===== src/rtl/div_unit_pkg.sv =====
// Shared definitions for the iterative signed divider: FSM state encoding
// and the default operand width / iteration counter width.
package div_unit_pkg;

  localparam int DIV_WIDTH = 32;
  localparam int DIV_CNT_W = $clog2(DIV_WIDTH) + 1;

  typedef enum logic [1:0] {
    DIV_IDLE = 2'd0,
    DIV_CALC = 2'd1,
    DIV_FIX  = 2'd2,
    DIV_DONE = 2'd3
  } div_state_e;

endpackage


===== src/rtl/div_unit_step.sv =====
// One restoring-division iteration: shift {rem,quo} left by one and
// subtract the divisor magnitude from the widened partial remainder when it fits.
module div_unit_step #(
  parameter int WIDTH = 32
) (
  input  logic [WIDTH-1:0] rem_i,
  input  logic [WIDTH-1:0] quo_i,
  input  logic [WIDTH-1:0] dvsr_i,
  output logic [WIDTH-1:0] rem_o,
  output logic [WIDTH-1:0] quo_o
);

  logic [WIDTH:0]   sh_rem;
  logic [WIDTH-1:0] diff;
  logic             ge;

  // The shifted remainder is WIDTH+1 bits; when its top bit is set it is
  // always >= the divisor, and the true difference then fits in WIDTH bits.
  always_comb begin
    sh_rem = {rem_i, quo_i[WIDTH-1]};
    ge     = sh_rem[WIDTH] | (sh_rem[WIDTH-1:0] >= dvsr_i);
    diff   = sh_rem[WIDTH-1:0] - dvsr_i;
    rem_o  = ge ? diff : sh_rem[WIDTH-1:0];
    quo_o  = {quo_i[WIDTH-2:0], ge};
  end

endmodule


===== src/rtl/div_unit.sv =====
// Iterative signed divider (MIPS DIV semantics): quotient on lo, remainder
// on hi, truncation toward zero, remainder takes the dividend's sign.
// Operands are converted to magnitudes, divided by restoring division over
// WIDTH cycles, then sign-corrected in FIX. All outputs are registered
// decodes of the current state, so they lag the state by one edge.
module div_unit
  import div_unit_pkg::*;
#(
  parameter int WIDTH = DIV_WIDTH
) (
  input  logic             clk,
  input  logic             reset,
  input  logic             start,
  input  logic [WIDTH-1:0] dividend,
  input  logic [WIDTH-1:0] divisor,
  output logic [WIDTH-1:0] lo,
  output logic [WIDTH-1:0] hi,
  output logic             busy,
  output logic             done,
  output logic             div_zero,
  output div_state_e       dbg_state
);

  localparam int CNT_W = $clog2(WIDTH) + 1;

  div_state_e       state_q, state_d;
  logic [WIDTH-1:0] rem_q, quo_q, dvsr_q;
  logic [WIDTH-1:0] rem_n, quo_n;
  logic [WIDTH-1:0] abs_dvd, abs_dvs;
  logic [CNT_W-1:0] cnt_q;
  logic             q_neg_q, r_neg_q;
  logic [WIDTH-1:0] lo_q, hi_q;
  logic             busy_q, done_q, div_zero_q;
  logic             busy_d, done_d, div_zero_d;
  logic             accept, dvs_zero, last_iter;

  // A new request is only taken when no operation is in flight.
  always_comb begin
    accept    = start && ((state_q == DIV_IDLE) || (state_q == DIV_DONE));
    dvs_zero  = (divisor == '0);
    last_iter = (cnt_q == CNT_W'(WIDTH - 1));
    abs_dvd   = dividend[WIDTH-1] ? (~dividend + 1'b1) : dividend;
    abs_dvs   = divisor[WIDTH-1]  ? (~divisor + 1'b1)  : divisor;
  end

  div_unit_step #(.WIDTH(WIDTH)) u_step (
    .rem_i  (rem_q),
    .quo_i  (quo_q),
    .dvsr_i (dvsr_q),
    .rem_o  (rem_n),
    .quo_o  (quo_n)
  );

  // State register.
  always_ff @(posedge clk or negedge reset) begin
    if (!reset) state_q <= DIV_IDLE;
    else        state_q <= state_d;
  end

  // Next-state logic.
  always_comb begin
    state_d = state_q;
    unique case (state_q)
      DIV_IDLE, DIV_DONE: begin
        if (accept && !dvs_zero) state_d = DIV_CALC;
        else                     state_d = DIV_IDLE;
      end
      DIV_CALC: if (last_iter) state_d = DIV_FIX;
      DIV_FIX:  state_d = DIV_DONE;
      default:  state_d = DIV_IDLE;
    endcase
  end

  // Output decode from the current state; registered below.
  always_comb begin
    busy_d     = (state_q == DIV_CALC) || (state_q == DIV_FIX);
    done_d     = (state_q == DIV_DONE);
    div_zero_d = accept && dvs_zero;
  end

  // Registered status outputs.
  always_ff @(posedge clk or negedge reset) begin
    if (!reset) begin
      busy_q     <= 1'b0;
      done_q     <= 1'b0;
      div_zero_q <= 1'b0;
    end else begin
      busy_q     <= busy_d;
      done_q     <= done_d;
      div_zero_q <= div_zero_d;
    end
  end

  // Datapath: latch magnitudes on accept, iterate in CALC, sign-fix in FIX.
  always_ff @(posedge clk or negedge reset) begin
    if (!reset) begin
      rem_q   <= '0;
      quo_q   <= '0;
      dvsr_q  <= '0;
      cnt_q   <= '0;
      q_neg_q <= 1'b0;
      r_neg_q <= 1'b0;
      lo_q    <= '0;
      hi_q    <= '0;
    end else begin
      if (accept && !dvs_zero) begin
        rem_q   <= '0;
        quo_q   <= abs_dvd;
        dvsr_q  <= abs_dvs;
        cnt_q   <= '0;
        q_neg_q <= dividend[WIDTH-1] ^ divisor[WIDTH-1];
        r_neg_q <= dividend[WIDTH-1];
      end else if (state_q == DIV_CALC) begin
        rem_q <= rem_n;
        quo_q <= quo_n;
        cnt_q <= cnt_q + CNT_W'(1);
      end else if (state_q == DIV_FIX) begin
        lo_q <= q_neg_q ? (~quo_q + 1'b1) : quo_q;
        hi_q <= r_neg_q ? (~rem_q + 1'b1) : rem_q;
      end
    end
  end

  assign lo        = lo_q;
  assign hi        = hi_q;
  assign busy      = busy_q;
  assign done      = done_q;
  assign div_zero  = div_zero_q;
  assign dbg_state = state_q;

endmodule


===== config.mk =====
export PLATFORM = sky130hd
export DESIGN_NAME = div_unit
export DESIGN_NICKNAME = d
export VERILOG_FILES = /design/src/rtl/div_unit_pkg.sv /design/src/rtl/div_unit_step.sv /design/src/rtl/div_unit.sv
export SDC_FILE = /design/constraint.sdc
export NUM_CORES = 1
export LEC_CHECK = 0
export CELL_PAD_IN_SITES_DETAIL_PLACEMENT = 0
export CELL_PAD_IN_SITES_GLOBAL_PLACEMENT = 1
export CORE_MARGIN = 2
export CORE_UTILIZATION = 43
export DETAILED_ROUTE_END_ITERATION = 8
export GPL_TIMING_DRIVEN = 1
export HOLD_SLACK_MARGIN = 0.12
export PLACE_DENSITY_LB_ADDON = 0.1
export RECOVER_POWER = 50
export SKIP_LAST_GASP = 1
export SLEW_MARGIN = 15
export SYNTH_ARGS = -nofsm -noshare
export SYNTH_HDL_FRONTEND = slang
export SYNTH_SLANG_ARGS = --single-unit
export TNS_END_PERCENT = 10

===== constraint.sdc =====
create_clock -name clk -period 4.2 [get_ports clk]
set_clock_uncertainty 0.2 [all_clocks]
set_input_delay 0.84 -clock clk [delete_from_list [all_inputs] [get_ports clk]]
set_output_delay 0.84 -clock clk [all_outputs]
set_load 0.01 [all_outputs]

==> impl_metrics.yaml <==
worst_setup_path:
  critPathSlowestCell: "a41o_1"
  cp_common_cell: "a21oi_1"
  worst-endpoint-arrival_ps: 3840
  crit_fanout: 18
  crit_chain: "inv_1, ha_1, fa_1, nand2b_1, a21oi_1, nor4b_1, o21ai_0, a21oi_1, o21ai_0, a41o_1, buf_4, mux2i_1, a21oi_1"
  cp-start-kind: "flip-flop"
  required_ps: 4290
  cpPeakStageDelay_ps: 560
  critPathKind: "reg2reg"
  cp-end-kind: "flip-flop"
route:
  first_iter_violations: 477
  drcViolationCount: 0
  final_antenna_net_count: 0
  totalWireLength_um: 27900
  vias: 9300
  avgViaCountPerCell: 5.30
  dr.pass1.iters: 4
  wire_per_inst_um: 15.9
power:
  peakVddDrop_mv: 0.395
  pwr_density_cell_nw_per_um2: 886
  p_total_mw: 12.1
  leakage_nw: 5.71
logic_synthesis:
  async_reset_ff_frac: 1.00
  synth_edf_count: 0
  ys_warn_count: 0
  yosysUniqueCellTypes: 63
  yosys-top-cells-area: "dfrtp_1 (38%), xnor2_1 (6.6%), o21ai_0 (5.6%), nand2_1 (5.4%), xor2_1 (5.1%)"
  avgSynthCellArea_um2: 8.74
  synth_simple_gate_area_frac: 0.156
  synth.net_count: 1395
  synth-compound-area-share: 0.185
  synth_xor_area_frac: 0.118
  synth.top_cell.area_share: 0.385
  ys_seq_area_frac: 0.385
  synth_top_family_by_area: "compound AO/OA/AOI/OAI gates"
  ys_ff_latch: 173
  synth_area_um2: 11300
  synth-main-ff-cell: "dfrtp_1"
  synth_fa_ha_area_frac: 0.0463
  synthMuxAreaShare: 0.0668
  synth_top_area_cell: "dfrtp_1"
  netlist_instances: 1287
clock_network:
  cts_root_buffer: "clkbuf_16"
  clk_latency_ps: 430
  cts_setup_buffers: 0
  clk_pin_slew_ps: 70
  cts_buffers: 17
  cts_tree: "done"
  clockBufferDepth: 2
  postCtsResizedCells: 0
  cts-hold-fix-buffers: 0
  cts_sinks: 173
  htreeDepth: 4
floorplan:
  die_area_um2: 27500
  die_y_um: 166
  start_util: 0.434
  core-area_um2: 25900
  die_w_um: 166
  rows: 59
  pin_count: 136
cells_and_area:
  area_delta_synth_final_pct: 21.0
  fin_cells: 1754
  drive_above_1_share: 0.0648
  diodes: 0
  fin_nets: 1514
sta:
  worst_slack_ps: 446
  slew_headroom: -0.879
  hold_viol: 0
  setup_viol: 0
  fin_crit_sh: 0.894
  rsz0062_at_grt: "false"
  worst_slew_pin_slew_ps: 2820
  slew_violations: 163
  setup_tns_ps: 0
  min_period_ps: 3750
  fmax_ghz: 0.266
grt:
  antenna_found_initial: 0
  grt_max_degree: 83
  grt_pass1_wl_um: 46300
  grtUsageTotal: 0.205
  grt_pass1_vias: 8781
  grt_overflow: 0
place:
  dp_hpwl_um: 21000
  gp_congestion: 0.829
  dpl.cell_count: 1722
  pre_cts_slack_ps: 78.9
  io_buffers: 135
run_status:
  status: "complete, but fails checks"
  violations: "max-capacitance violations, max-slew violations"
run:
  cap_violations: 2
hold_path:
  hp-class: "reg2reg"
## worst max-delay path, delay by kind of cell (launching register included)
family | cells | cell delay, ps
compound gates | 6 | 1400
fa+ha+maj | 2 | 610
buf+inv | 2 | 440
flops | 1 | 400
simple gates | 2 | 290
mux | 1 | 260
## logic make-up after synthesis
group,after synthesis
DFF,173
adders and majority gates,41
AOI/OAI and AO/OA,352
xor gates and xnor gates,151
buffers and inverters,121
and+or+nand+nor,376
muxes,73
## final cells by class
| cell class | instances | area (µm²) |
|---|---|---|
| Sequential cell | 173 | 4330 |
| Multi-Input combinational cell | 993 | 6450 |
| Timing Repair Buffer | 166 | 1580 |
| Tap cell | 335 | 419 |
| Inverter | 55 | 206 |
| Fill cell | 2469 | 12300 |
| Clock inverter | 14 | 208 |
| Clock buffer | 18 | 429 |
## layer usage
metal	global-route usage	routed length (µm)	vias to the layer above
li1	-	-	4752
met1	0.326	15200	4361
met2	0.297	11600	171
met3	0.0231	915	16
met4	0.0446	245	0
met5	0	0	-
## Yosys cell counts, types with 3 or more instances
| master | n |
|---|---|
| dfrtp_1 | 173 |
| nand2_1 | 162 |
| o21ai_0 | 127 |
| a21oi_1 | 106 |
| nor2_1 | 104 |
| xnor2_1 | 85 |
| xor2_1 | 66 |
| mux2i_1 | 56 |
| inv_1 | 55 |
| clkbuf_1 | 43 |
| ha_1 | 40 |
| o31ai_1 | 33 |
| mux2_2 | 17 |
| a211oi_1 | 15 |
| nor3_1 | 14 |
| or4_1 | 14 |
| buf_2 | 13 |
| or3_1 | 13 |
| a21o_1 | 12 |
| nand3_1 | 12 |
| o41ai_1 | 11 |
| nand2b_1 | 10 |
| a31oi_1 | 8 |
| nand4_1 | 8 |
| buf_1 | 7 |
| o211ai_1 | 7 |
| o21a_1 | 6 |
| o21ai_1 | 6 |
| and2_1 | 5 |
| and3_1 | 5 |
| nor2b_1 | 5 |
| nor4_1 | 4 |
| or2_2 | 4 |
| or3_4 | 3 |
## power by group
group          total, mW  internal [mW]  leakage (nW)  switching [mW]
Combinational       7.08           3.18          3.31            3.89
Sequential          3.25           2.48          2.09           0.774
Clock               1.74           1.01         0.306           0.725
Total               12.1           6.67          5.71            5.39
## cells in the final DEF, fill, tap and decap left out, types with 22 or more instances in the layout
cell type | Yosys | layout
xor2_1 | 66 | 66
mux2i_1 | 56 | 56
ha_1 | 40 | 39
xnor2_1 | 85 | 85
a21oi_1 | 106 | 106
inv_1 | 55 | 55
buf_4 | 1 | 22
o21ai_0 | 127 | 127
dfrtp_1 | 173 | 173
nor2_1 | 104 | 104
clkdlybuf4s50_1 | 0 | 126
o31ai_1 | 33 | 33
nand2_1 | 162 | 162
## through the flow
step / util / hold WS (ps) / cell area, µm²
floorplan: - / 254 / 11300
global placement: 0.503 / 290 / 13000
detailed placement: 0.503 / 295 / 13000
CTS: 0.527 / 291 / 13700
global route: 0.526 / 330 / 13600
finish: 0.526 / 307 / 13600
## path summary, 6_finish.rpt
kind	startpoint	to	slack [ps]	cells past startpoint
setup reg to reg	quo_q[31]	rem_q[29]	450	13
hold reg to reg	lo[22]	lo[22]	310	1
hold / removal	lo[22]	lo[22]	310	1
min in group asynchronous	reset	hi[22]	820	1
setup / recovery	quo_q[31]	rem_q[29]	450	13
max in group asynchronous	reset	quo_q[30]	1270	2
## registers in the layout (all words and copies together), names as in the netlist, 2 cells and up
register / cells
rem_q: 32
hi: 32
dbg_state: 2
lo: 32
cnt_q: 6
quo_q: 32
dvsr_q: 32
No activity file was read; power rests on OpenSTA's default activity.
